--- src/rtl/gpu_line_pkg.sv ---
// Shared types for the 2D raster line path: FSM state, coordinate struct, arithmetic width helper.
// Coordinate widths up to COORD_W_MAX bits are supported by the line generator.
package gpu_line_pkg;

    typedef enum logic [1:0] {
        IDLE  = 2'd0,
        SETUP = 2'd1,
        STEP  = 2'd2
    } line_state_t;

    localparam int COORD_W_MAX = 16;

    // Carries both axes at the widest supported width; narrower coordinates are zero-extended.
    typedef struct packed {
        logic [COORD_W_MAX-1:0] x;
        logic [COORD_W_MAX-1:0] y;
    } coord_t;

    // Signed width that holds dx+dy and every error-term update without wrapping.
    function automatic int arith_w(input int x_w, input int y_w);
        return ((x_w > y_w) ? x_w : y_w) + 2;
    endfunction

endpackage

--- src/rtl/bresen_step.sv ---
// Combinational Bresenham step: next error term and position from the current ones.
// Both axis decisions use the error term before either update is applied.
module bresen_step
    import gpu_line_pkg::*;
#(
    parameter int W = 12
) (
    input  logic signed [W-1:0] err,
    input  logic signed [W-1:0] dx,
    input  logic signed [W-1:0] dy,
    input  coord_t              cur,
    input  coord_t              end_pt,
    input  logic                right,
    input  logic                down,
    output logic signed [W-1:0] err_nxt,
    output coord_t              nxt,
    output logic                at_end,
    output logic                next_at_end
);

    logic signed [W:0] e2;
    logic signed [W:0] dx_ext;
    logic signed [W:0] dy_ext;
    logic              step_x;
    logic              step_y;

    always_comb begin
        e2      = {err, 1'b0};
        dx_ext  = {dx[W-1], dx};
        dy_ext  = {dy[W-1], dy};
        step_x  = e2 > dy_ext;
        step_y  = e2 < dx_ext;

        err_nxt = err;
        if (step_x) begin
            err_nxt = err_nxt + dy;
        end
        if (step_y) begin
            err_nxt = err_nxt + dx;
        end

        nxt = cur;
        if (step_x) begin
            nxt.x = right ? cur.x + COORD_W_MAX'(1) : cur.x - COORD_W_MAX'(1);
        end
        if (step_y) begin
            nxt.y = down ? cur.y + COORD_W_MAX'(1) : cur.y - COORD_W_MAX'(1);
        end

        at_end      = (cur == end_pt);
        next_at_end = (nxt == end_pt);
    end

endmodule

--- src/rtl/bresen_line_gen.sv ---
// Bresenham line generator: one command in, one pixel per cycle out, both valid/ready.
// Define LINE_CLIP_EN to drop pixels beyond X_MAX/Y_MAX without stalling the stepper.
module bresen_line_gen
    import gpu_line_pkg::*;
#(
    parameter int X_W   = 10,
    parameter int Y_W   = 9,
    parameter int X_MAX = 639,
    parameter int Y_MAX = 479
) (
    input  logic           clk,
    input  logic           n_rst,
    input  logic           cmd_valid,
    output logic           cmd_ready,
    input  logic [X_W-1:0] cmd_x0,
    input  logic [X_W-1:0] cmd_x1,
    input  logic [Y_W-1:0] cmd_y0,
    input  logic [Y_W-1:0] cmd_y1,
    input  logic           cmd_skip_last,
    input  logic           abort,
    output logic           pix_valid,
    input  logic           pix_ready,
    output logic [X_W-1:0] pix_x,
    output logic [Y_W-1:0] pix_y,
    output logic           pix_last,
    output logic           busy,
    output logic           line_done
);

    localparam int W = arith_w(X_W, Y_W);

    // Handshakes: a transfer happens in a cycle where valid and ready are both high;
    // once raised, pix_valid and its payload hold until that transfer, abort or reset.
    line_state_t         state_q;
    line_state_t         state_nxt;
    coord_t              cur_q;
    coord_t              end_q;
    coord_t              cur_nxt;
    logic signed [W-1:0] err_q;
    logic signed [W-1:0] dx_q;
    logic signed [W-1:0] dy_q;
    logic signed [W-1:0] err_nxt;
    logic signed [W-1:0] setup_dx;
    logic signed [W-1:0] setup_dy;
    logic                right_q;
    logic                down_q;
    logic                skip_q;
    logic                done_q;
    logic                setup_right;
    logic                setup_down;
    logic                at_end;
    logic                next_at_end;
    logic                vis;
    logic                vis_nxt;
    logic                final_pix;
    logic                fire;
    logic                finish;
    logic                load;
    logic                setup;
    logic                advance;
    logic                done_nxt;

    bresen_step #(.W(W)) u_step (
        .err         (err_q),
        .dx          (dx_q),
        .dy          (dy_q),
        .cur         (cur_q),
        .end_pt      (end_q),
        .right       (right_q),
        .down        (down_q),
        .err_nxt     (err_nxt),
        .nxt         (cur_nxt),
        .at_end      (at_end),
        .next_at_end (next_at_end)
    );

`ifdef LINE_CLIP_EN
    assign vis     = (cur_q.x <= COORD_W_MAX'(X_MAX)) && (cur_q.y <= COORD_W_MAX'(Y_MAX));
    assign vis_nxt = (cur_nxt.x <= COORD_W_MAX'(X_MAX)) && (cur_nxt.y <= COORD_W_MAX'(Y_MAX));
`else
    assign vis     = 1'b1;
    assign vis_nxt = 1'b1;
`endif

    // Each axis moves monotonically, so the visible pixels form one contiguous run;
    // an invisible successor therefore means the current pixel is the last one shown.
    assign final_pix = skip_q ? next_at_end : at_end;
    assign pix_valid = (state_q == STEP) && vis && !(skip_q && at_end);
    assign pix_last  = pix_valid && (final_pix || !vis_nxt);
    assign fire      = pix_valid && pix_ready;
    assign finish    = (skip_q && at_end) || (final_pix && (fire || !vis));

    assign cmd_ready = (state_q == IDLE) && !abort;
    assign busy      = (state_q != IDLE);
    assign line_done = done_q;
    assign pix_x     = cur_q.x[X_W-1:0];
    assign pix_y     = cur_q.y[Y_W-1:0];

    assign setup_right = (end_q.x >= cur_q.x);
    assign setup_down  = (end_q.y >= cur_q.y);
    assign setup_dx    = setup_right ? W'(end_q.x) - W'(cur_q.x) : W'(cur_q.x) - W'(end_q.x);
    assign setup_dy    = setup_down  ? W'(cur_q.y) - W'(end_q.y) : W'(end_q.y) - W'(cur_q.y);

    always_ff @(posedge clk) begin
        if (!n_rst) begin
            state_q <= IDLE;
        end else begin
            state_q <= state_nxt;
        end
    end

    always_comb begin
        state_nxt = state_q;
        load      = 1'b0;
        setup     = 1'b0;
        advance   = 1'b0;
        done_nxt  = 1'b0;
        unique case (state_q)
            IDLE: begin
                if (cmd_valid && !abort) begin
                    load      = 1'b1;
                    state_nxt = SETUP;
                end
            end
            SETUP: begin
                setup     = 1'b1;
                state_nxt = STEP;
            end
            STEP: begin
                if (finish) begin
                    done_nxt  = 1'b1;
                    state_nxt = IDLE;
                end else if (fire || !vis) begin
                    advance = 1'b1;
                end
            end
            default: begin
                state_nxt = IDLE;
            end
        endcase
        if (abort) begin
            state_nxt = IDLE;
            done_nxt  = 1'b0;
            advance   = 1'b0;
            setup     = 1'b0;
        end
    end

    always_ff @(posedge clk) begin
        if (!n_rst) begin
            cur_q   <= '0;
            end_q   <= '0;
            err_q   <= '0;
            dx_q    <= '0;
            dy_q    <= '0;
            right_q <= 1'b0;
            down_q  <= 1'b0;
            skip_q  <= 1'b0;
            done_q  <= 1'b0;
        end else begin
            done_q <= done_nxt;
            if (load) begin
                cur_q  <= '{x: COORD_W_MAX'(cmd_x0), y: COORD_W_MAX'(cmd_y0)};
                end_q  <= '{x: COORD_W_MAX'(cmd_x1), y: COORD_W_MAX'(cmd_y1)};
                skip_q <= cmd_skip_last;
            end
            if (setup) begin
                right_q <= setup_right;
                down_q  <= setup_down;
                dx_q    <= setup_dx;
                dy_q    <= setup_dy;
                err_q   <= setup_dx + setup_dy;
            end
            if (advance) begin
                cur_q <= cur_nxt;
                err_q <= err_nxt;
            end
        end
    end

endmodule

--- config.mk ---
export PLATFORM = sky130hd
export DESIGN_NAME = bresen_line_gen
export DESIGN_NICKNAME = d
export VERILOG_FILES = /design/src/rtl/gpu_line_pkg.sv /design/src/rtl/bresen_step.sv /design/src/rtl/bresen_line_gen.sv
export SDC_FILE = /design/constraint.sdc
export NUM_CORES = 1
export LEC_CHECK = 0
export CAP_MARGIN = 20
export CORE_MARGIN = 2
export CORE_UTILIZATION = 65
export DETAILED_ROUTE_END_ITERATION = 8
export DONT_BUFFER_PORTS = 1
export GPL_TIMING_DRIVEN = 0
export MAX_ROUTING_LAYER = met4
export PLACE_DENSITY = 0.85
export REMOVE_ABC_BUFFERS = 1
export SLEW_MARGIN = 20
export SYNTH_ARGS = -nofsm -noshare
export SYNTH_HDL_FRONTEND = slang
export SYNTH_HIERARCHICAL = 1
export SYNTH_SLANG_ARGS = --single-unit
export TNS_END_PERCENT = 5
--- constraint.sdc ---
create_clock -name clk -period 14 [get_ports clk]
set_input_delay 4.2 -clock clk [delete_from_list [all_inputs] [get_ports clk]]
set_output_delay 4.2 -clock clk [all_outputs]
set_load 0.005 [all_outputs]
==> out/qor.txt <==
Reg-to-reg endpoint - err_q[8]
Data required, critical path - 9.80 ns
Postcts setup bufs - 0
Largest family of logic cells by synthesized area - compound AO/OA/AOI/OAI gates
R2R cell count - 16
Sequential share of the synthesized area - 17.13%
Detail Placement HPWL - 22,900 um
Asr flop ratio synth - 0%
Worst slew pin tran - 1.122 ns
Reg2reg setup slack - 7.92 ns
Via count - 10.41k
Clock Sinks - 93
Worst EP arrival - 4.77 ns
Total congestion overflow - 0
Placed cell count - 1,625
FMAX - 0.1115 GHz
Crit Path Max Fanout - 49
Core area - 0.01647 mm2
Most common cell after layout, fill and taps aside - nand2_1
Synth Instances - 1,453
Maximum VDD drop - 0.1425 mV
Drt drc - 0
Setup CP Type - flop to output pin
Crit path capture type - output pin
P_leak - 4.801 nW
RSZ-0062 raised after global routing - false
GPL Wtd Cong - 0.9983
Final WL - 30,270 um
Htree depth - 3
Post-route ant nets - 0
Wire per inst - 18.44 um
Multiplexer share of the synthesized area - 2.578%
Synth warn - 6
Initial core utilization - 66.03%
Layout Area Growth over Synthesis - 3.959%
Final hold violation count - 0
Final Power - 0.001479 W
Flops & latches, synth - 93
Final setup margin - 5.032 ns
Root buf cell - clkbuf_16
Most frequent cells in the layout - 176 x nand2_1, 143 x a21oi_1, 124 x ha_1, 105 x nor2_1, 101 x inv_1
Setup violations, final - 0
Pins over their slew limit - 0
Top FF cell, synth - dfxtp_1
Power density over cell area - 130.8 mW/mm2
Critical Path Source Type - flop
CP startpoint - dy_q[6]
Die footprint - 0.01778 mm2
Vias in the first global route - 9,663
Port bufs - 0
Status - completed
N_diodes - 0
DR iter-0 viols - 908
Final #Nets - 1,593
Adder-cell share of the synthesized area - 15.93%
Largest net degree at the start of global routing - 50
GRT Total Usage - 34.83%
Synth Area in XOR/XNOR - 10.20%
Netlist cell types - 97
Clock Tree Buf Depth - 2
Vias per inst - 6.346
Syn_area_per_cell - 7.482 um2
Ratio of cells with drive above 1 in the final layout - 5.278%
Post-CTS Resized - 0
Clk pin slew, worst setup/hold paths - 0.07 ns
Mapped Area - 0.01087 mm2
DP Worst Slack - 5.192 ns
Max-Cap Viols - 0
Worst Setup EP - pix_last
Synth Area in Compound Gates - 26.93%
Period minus WS final - 8.968 ns
Simple-gate area share of the yosys netlist - 19.71%
Die W - 133.3 um
Cts hold-fix bufs - 0
Initial antenna violation count - 0
Post-synth EDFFs - 0
Hold slack - 0.4898 ns
Worst Skew - 0.01063 ns
Setup TNS - 0 ns
CTS tree - built
R2R Path Start - dy_q[6]
Number of detailed-route iterations in the first pass - 5
FP Rows - 47
Clk_lat worst skew - 0.37 ns
Slew headroom - 25.22%
HP Class - flop to flop
Crit share post-route - 64.06%
Wire length of the first global-routing pass - 48,600 um
Number of buffers created by CTS - 9
Non-filler cells, final - 1,641
Total I/O pin count - 68
Die Y-Extent - 133.3 um
==> routing by layer <==
| metal | part of all wire (%) | vias up | global-route usage [%] |
|---|---|---|---|
| met5 | 0 | - | - |
| met4 | 4.1 | 0 | 14.30 |
| met3 | 7.1 | 102 | 4.985 |
| met2 | 47 | 399 | 57.30 |
| met1 | 42 | 4855 | 43.02 |
| li1 | - | 5057 | - |
==> registers in the layout, indices dropped and copies added, names as in the netlist <==
signal and count:
end_q 19, cur_q 13, dx_q 12, dy_q 12
err_q 12, pix_x 10, pix_y 9, state_q 2
down_q 1, line_done 1, right_q 1, skip_q 1
==> through the flow <==
stage,cell area [um2],utilization (%)
floorplan,10570,-
global placement,10840,65.85
detailed placement,10940,66.46
CTS,11300,68.64
global route,11300,68.64
finish,11300,68.64
==> worst min-delay path by stage <==
stage	cells after the start	endpoint	from
6_report	2	dy_q[2]	dy_q[2]
3_3_place_gp	2	dy_q[2]	dy_q[2]
2_1_floorplan	2	dx_q[11]	dx_q[11]
3_5_place_dp	2	dy_q[2]	dy_q[2]
4_1_cts	2	dy_q[2]	dy_q[2]
5_1_grt	2	dy_q[2]	dy_q[2]
==> critical path, cell delays in order, from the launching register on <==
cell       delay [ns]
dfxtp_1          0.38
inv_1            0.06
ha_1             0.29
a21oi_1          0.17
o21ai_1          0.11
a2111oi_1        0.51
a21o_2           0.81
o221ai_1         0.26
a221o_1          0.38
or4_4            0.55
nor4_2           0.52
nand3b_1         0.13
a21oi_1          0.22
==> synthesized netlist by cell type (4+ instances only) <==
cell type | instances | share of area (%)
a211o_1 | 4 | 0.32
o21bai_1 | 8 | 0.55
xnor2_1 | 68 | 5.5
mux2_2 | 10 | 1.0
buf_1 | 5 | 0.17
o21ai_0 | 62 | 2.9
nand3b_1 | 4 | 0.28
mux2i_1 | 13 | 1.2
nand2_1 | 177 | 6.1
nor2b_1 | 13 | 0.75
o211ai_1 | 27 | 1.9
or3_1 | 6 | 0.35
nand4_1 | 12 | 0.69
xor2_1 | 48 | 3.9
a211oi_1 | 11 | 0.76
or2_2 | 8 | 0.46
a31oi_1 | 11 | 0.63
buf_4 | 19 | 1.3
o22ai_1 | 4 | 0.23
fa_1 | 9 | 1.7
o31a_1 | 4 | 0.32
inv_1 | 102 | 3.5
ha_1 | 124 | 14
nor3_1 | 36 | 1.7
o31ai_1 | 12 | 0.83
a22oi_1 | 11 | 0.76
buf_2 | 8 | 0.37
nand3_1 | 31 | 1.4
a221oi_1 | 6 | 0.48
o221ai_1 | 5 | 0.40
o21ai_1 | 6 | 0.28
a2111oi_0 | 4 | 0.32
and3_1 | 13 | 0.75
dfxtp_1 | 93 | 17
o21a_1 | 14 | 0.97
nor2_1 | 105 | 3.6
nand2b_1 | 12 | 0.69
a21oi_1 | 144 | 6.6
a41oi_1 | 4 | 0.32
and2_1 | 6 | 0.35
a21o_1 | 44 | 3.0
clkbuf_1 | 51 | 1.8
nor4_1 | 8 | 0.46
==> power by group <==
| part | switching [W] | internal, W |
|---|---|---|
| Clock | 0.000113 | 0.000185 |
| Sequential | 0.0000232 | 0.000277 |
| Combinational | 0.000527 | 0.000354 |
==> logic make-up (layout without fill, tap and decap cells) <==
logic type,after synthesis,count (layout)
AOI/OAI and AO/OA,435,435
other,1,35
buffers and inverters,189,123
adders and majority gates,133,133
xor gates and xnor gates,120,120
DFF,93,93
and+or+nand+nor,456,456
muxes,26,26
==> final cells by class <==
class / instances / area, um2
clock buffers: 11 / 252.7
clock inverters: 5 / 106.4
fillers: 1403 / 5164
inverters: 102 / 385.4
multi-input cells: 1205 / 8343
flip-flops and latches: 93 / 1862
well taps: 220 / 275.3
repair buffers: 5 / 77.57
Power figures use the tool's default switching activity.
